==> src/rtl/fp_vec_pkg.sv <==
// Shared FP16 vector types and sequencer state encoding
// for the mat3*vec3 path around the dot-product unit.
package fp_vec_pkg;

    typedef logic [15:0] fp16_t;

    typedef struct packed {
        fp16_t e1;
        fp16_t e2;
        fp16_t e3;
    } vec3_t;

    typedef struct packed {
        vec3_t r0;
        vec3_t r1;
        vec3_t r2;
    } mat3_t;

    localparam fp16_t FP16_QNAN = 16'h7E00;
    localparam fp16_t FP16_ONE  = 16'h3C00;

    typedef enum logic [2:0] {
        IDLE,
        ISSUE,
        WAIT,
        GAP,
        DONE
    } seq_state_t;

    function automatic vec3_t mat_row(
        input mat3_t      m,
        input logic [1:0] r
    );
        vec3_t v;
        v = m.r2;
        case (r)
            2'd0:    v = m.r0;
            2'd1:    v = m.r1;
            default: v = m.r2;
        endcase
        return v;
    endfunction

    function automatic vec3_t set_slot(
        input vec3_t      v,
        input logic [1:0] r,
        input fp16_t      p
    );
        vec3_t o;
        o = v;
        case (r)
            2'd0:    o.e1 = p;
            2'd1:    o.e2 = p;
            default: o.e3 = p;
        endcase
        return o;
    endfunction

endpackage

==> src/rtl/mat3_vec_seq.sv <==
// Issues one dot-product job per matrix row on a shared
// dot-product unit and gathers the three scalars.
module mat3_vec_seq
    import fp_vec_pkg::*;
#(
    parameter int TIMEOUT   = 64,
    parameter int ISSUE_GAP = 2
) (
    input  logic         clk,
    input  logic         rst,
    input  logic         start,
    input  logic [143:0] mat,
    input  logic [47:0]  vec,
    output logic         busy,
    output logic         done,
    output logic         error,
    output logic [47:0]  result,
    output logic         dp_en,
    output logic [47:0]  dp_vec_a,
    output logic [47:0]  dp_vec_b,
    input  logic [15:0]  dp_product,
    input  logic         dp_valid
);

    localparam int TMAX = (TIMEOUT > ISSUE_GAP) ? TIMEOUT : ISSUE_GAP;
    localparam int TW   = $clog2(TMAX);

    if (TIMEOUT <= 25 || ISSUE_GAP < 1) begin : g_bad_param
        $error("mat3_vec_seq: TIMEOUT must exceed 25, ISSUE_GAP >= 1");
    end

    seq_state_t    state;
    logic [1:0]    row;
    logic [TW-1:0] timer;
    mat3_t         mat_q;
    vec3_t         vec_q;

    always_ff @(posedge clk) begin
        if (rst) begin
            state    <= IDLE;
            row      <= 2'd0;
            timer    <= '0;
            mat_q    <= '0;
            vec_q    <= '0;
            busy     <= 1'b0;
            done     <= 1'b0;
            error    <= 1'b0;
            dp_en    <= 1'b0;
            result   <= '0;
            dp_vec_a <= '0;
            dp_vec_b <= '0;
        end else begin
            done  <= 1'b0;
            dp_en <= 1'b0;
            unique case (state)
                IDLE: begin
                    if (start) begin
                        // Operands go out straight from the ports so
                        // ISSUE sees them with dp_en in the same cycle.
                        mat_q    <= mat3_t'(mat);
                        vec_q    <= vec3_t'(vec);
                        result   <= {3{FP16_QNAN}};
                        error    <= 1'b0;
                        row      <= 2'd0;
                        timer    <= '0;
                        busy     <= 1'b1;
                        dp_en    <= 1'b1;
                        dp_vec_a <= mat_row(mat3_t'(mat), 2'd0);
                        dp_vec_b <= vec;
                        state    <= ISSUE;
                    end
                end
                ISSUE: begin
                    timer <= '0;
                    state <= WAIT;
                end
                WAIT: begin
                    timer <= timer + 1'b1;
                    if (dp_valid) begin
                        result <= set_slot(vec3_t'(result), row, dp_product);
                        timer  <= '0;
                        if (row == 2'd2) begin
                            done  <= 1'b1;
                            state <= DONE;
                        end else begin
                            row   <= row + 2'd1;
                            state <= GAP;
                        end
                    end else if (timer == TW'(TIMEOUT - 1)) begin
                        error <= 1'b1;
                        done  <= 1'b1;
                        state <= DONE;
                    end
                end
                GAP: begin
                    if (timer == TW'(ISSUE_GAP - 1)) begin
                        timer    <= '0;
                        dp_en    <= 1'b1;
                        dp_vec_a <= mat_row(mat_q, row);
                        dp_vec_b <= vec_q;
                        state    <= ISSUE;
                    end else begin
                        timer <= timer + 1'b1;
                    end
                end
                DONE: begin
                    busy  <= 1'b0;
                    state <= IDLE;
                end
                default: state <= IDLE;
            endcase
        end
    end

endmodule

==> config.mk <==
export PLATFORM = sky130hd
export DESIGN_NAME = mat3_vec_seq
export DESIGN_NICKNAME = d
export VERILOG_FILES = /design/src/rtl/fp_vec_pkg.sv /design/src/rtl/mat3_vec_seq.sv
export SDC_FILE = /design/constraint.sdc
export NUM_CORES = 1
export LEC_CHECK = 0
export CORE_AREA = 2 2 190 192
export CTS_BUF_LIST = sky130_fd_sc_hd__clkbuf_8
export DETAILED_ROUTE_END_ITERATION = 10
export DIE_AREA = 0 0 192 194
export PLACE_DENSITY = 0.67
export SLEW_MARGIN = 20
export SYNTH_ARGS = -nofsm -noshare
export SYNTH_HDL_FRONTEND = slang
export SYNTH_SLANG_ARGS = --single-unit
==> constraint.sdc <==
create_clock -name clk -period 2.39 [get_ports clk]
set_input_delay 0.478 -clock clk [delete_from_list [all_inputs] [get_ports clk]]
set_output_delay 0.478 -clock clk [all_outputs]
set_load 0.01 [all_outputs]
==> metrics <==
Syn-to-layout area delta 37.2%; met3 usage 0.0612; clock sinks ~350; worst slew pin tran 1.08 ns; post-synthesis sequential area ratio 0.503; CTS tree yes; clock transition at the registers of the reported paths 0.06 ns; Pwr Density between 700 and 800 nW/µm²; DRT Wirelength 43.1 mm; Startpoint Class flip-flop; Setup CP Type flip-flop to flip-flop; crit-path cells nor4b_4 -> a31o_4 -> buf_12 -> nor2_1 -> a311oi_1; max_slew headroom 0.275; critical path fanouts, max 82; hold_ws 0.299 ns; Worst Hold End mat_q[84]$_SDFFE_PP0P_; Buf/Inv on CP 1; Die W approximately 190 µm; drt initial violations a little over 900; Main synth FF type dfxtp_1; Setup Buffers After CTS 0; reg2reg path depth 5; vias in the first global route between 10,000 and 15,000; Max rail drop VDD around 380 µV; final instance count without filler cells 2,582; input/output buffers around 360; cells taking the most area after synthesis dfxtp_1 50%, nand2_1 15%, a21oi_1 8.1%; Yosys top cell area share 0.503; Tmin final roughly 2.1 ns; die area between 30,000 and 40,000 µm²; Placed Cells 2,478; R2R Path Start state[2]$_SDFFE_PP0P_; number of synthesized flops with an enable pin 0; WL per Instance about 17 µm; fill count about 3,300; Worst-Skew Late Latency 0.58 ns; #FFs+latches synth about 350; RSZ-0062 raised after global routing false; library cells used by synthesis 41; share of layout cells above drive strength 1 0.0614; Max-Cap Viols 0; TritonRoute pass-1 iters 6; Post-Syn Nets slightly below 2,000; grt ovf 0; min-delay src rst; FF-to-FF End dp_vec_b[38]$_SDFFE_PP0P_; Avg Cell Area, Syn between 7 and 8 µm²; maximum clock rate 478 MHz; CTS root buf clkbuf_8; Post-DRT Antenna Nets 0; Pwr Total about 0.014 W; H-tree Lvls 2; most common cell after layout, fill and taps aside nand2_1; Yosys top cell by area dfxtp_1; placed wire-length estimate roughly 28 mm; status finished, final reports clean; largest net degree at the start of global routing between 80 and 90; DRC 0; Vias per Instance ~5.2; Lkg Pwr around 7.3 nW; period utilization 0.876; Inserted Clock Buffers 57; initial antenna violation count 8; GRT Resource Usage Total 0.223; CTS resizes 0; Worst Skew 0.0186 ns; Max Slew Vio Count 0; hold depth 2; critical path capture point type flip-flop; first-pass GRT wire length about 68 mm; worst reg2reg setup slack slightly below 0.3 ns; Placer Congestion around 0.84; Ports between 300 and 400; detailed-route via count about 13,000; Rows just under 70; WP data arrival approximately 2.6 ns; die height roughly 190 µm; final-stage net count 2,293; CP max stage cell nor4b_4; busiest grt layer met2; final setup vio count 0; worst endpoint required time between 2 and 3 ns; Top Family by Delay on Critical Path simple AND/OR/NAND/NOR gates; Post-synth ARST share 0; hold crit path type primary input to flip-flop; Core Box Area around 35,000 µm²; endpoints failing hold 0; initial core utilization 0.397; clock buffer depth 3; met2 usage 0.359; Cells after Synth 1,773; slowest stage delay, CP around 0.60 ns; Post-Synthesis Cell Area 14,000 µm²; hold buffers post-CTS 0; met1 global-route usage 0.291; yosys warns 0; commonest cells after routing, fill and taps aside 563 x nand2_1, 358 x clkdlybuf4s50_1, 351 x dfxtp_1
final cells by class:
class                           count  area, µm²  share of cell area
Antenna cell                        4       10.0            0.000522
Timing Repair Buffer              399       4190               0.218
Tap cell                          461        577              0.0301
Sequential cell                   351       7030               0.367
Clock inverter                     34        141             0.00738
Clock buffer                       66        908              0.0474
Multi-Input combinational cell   1263       6300               0.329
Inverter                            4       15.0            0.000783
flip-flops by register name, indices dropped and copies added, names as in the netlist, 2 cells and up:
name and cells:
dp_vec_b 48, row 2, dp_vec_a 48, result 48, timer 6, state 3
vec_q 48, mat_q 144
kinds of logic (layout without fill, tap and decap cells):
group                    Yosys count  after routing  synth area share
adder cells (fa/ha/maj)            5              5           0.00448
flip-flops                       351            351             0.503
multiplexers                       2              2           0.00143
buffers and inverters            159            503            0.0498
XOR/XNOR                           4              4           0.00251
AND/OR/NAND/NOR                  801            801             0.237
AO/OA/AOI/OAI                    451            451             0.202
other                              0              4                 0
worst max path at each step:
stage,cells after the start,end,slack (ns),start
after global placement,4,result[20]$_SDFFE_PP0P_,0.04,dp_valid
after floorplan,8,result[0]$_SDFFE_PP0P_,0.60,row[0]$_SDFFE_PP0P_
after CTS,1,dp_vec_a[13],0.28,dp_vec_a[13]$_SDFFE_PP0P_
after detailed placement,6,dp_vec_b[7]$_SDFFE_PP0P_,-0.06,start
final,5,dp_vec_b[38]$_SDFFE_PP0P_,0.30,state[2]$_SDFFE_PP0P_
after global routing,4,result[0]$_SDFFE_PP0P_,0.08,state[2]$_SDFFE_PP0P_
cells in the mapped netlist (33+ instances only):
library cell  instances
a21o_1               48
a21oi_1             225
a22oi_1              48
a311oi_1             49
a31oi_1              52
buf_2                61
clkbuf_1             83
dfxtp_1             351
nand2_1             563
nand3_1              33
nor2_1              134
nor3b_1              50
report_power, final:
part / internal (W) / leakage, nW / switching (W)
Combinational: 0.00123 / 3.79 / 0.00129
Clock: 0.00249 / 0.645 / 0.00231
Sequential: 0.00631 / 2.88 / 0.000250
through the flow:
step | instance area (µm²) | TNS (ns) | setup WS, ns | util
floorplan | 14000 | 0 | 0.601 | -
global placement | 18100 | 0 | 0.0382 | 0.514
detailed placement | 18100 | -2.58 | -0.0604 | 0.514
CTS | 19200 | 0 | 0.281 | 0.544
global route | 19200 | 0 | 0.0792 | 0.544
finish | 19200 | 0 | 0.296 | 0.544
layer usage:
| metal | vias to the layer above | wire, µm | share of wire |
|---|---|---|---|
| li1 | 6627 | - | - |
| met1 | 6176 | 18300 | 0.42 |
| met3 | 86 | 3680 | 0.085 |
| met2 | 469 | 19900 | 0.46 |
| met5 | - | 53 | 0.0012 |
| met4 | 8 | 1190 | 0.028 |
Note: power is estimated with default switching activity, not from simulation.
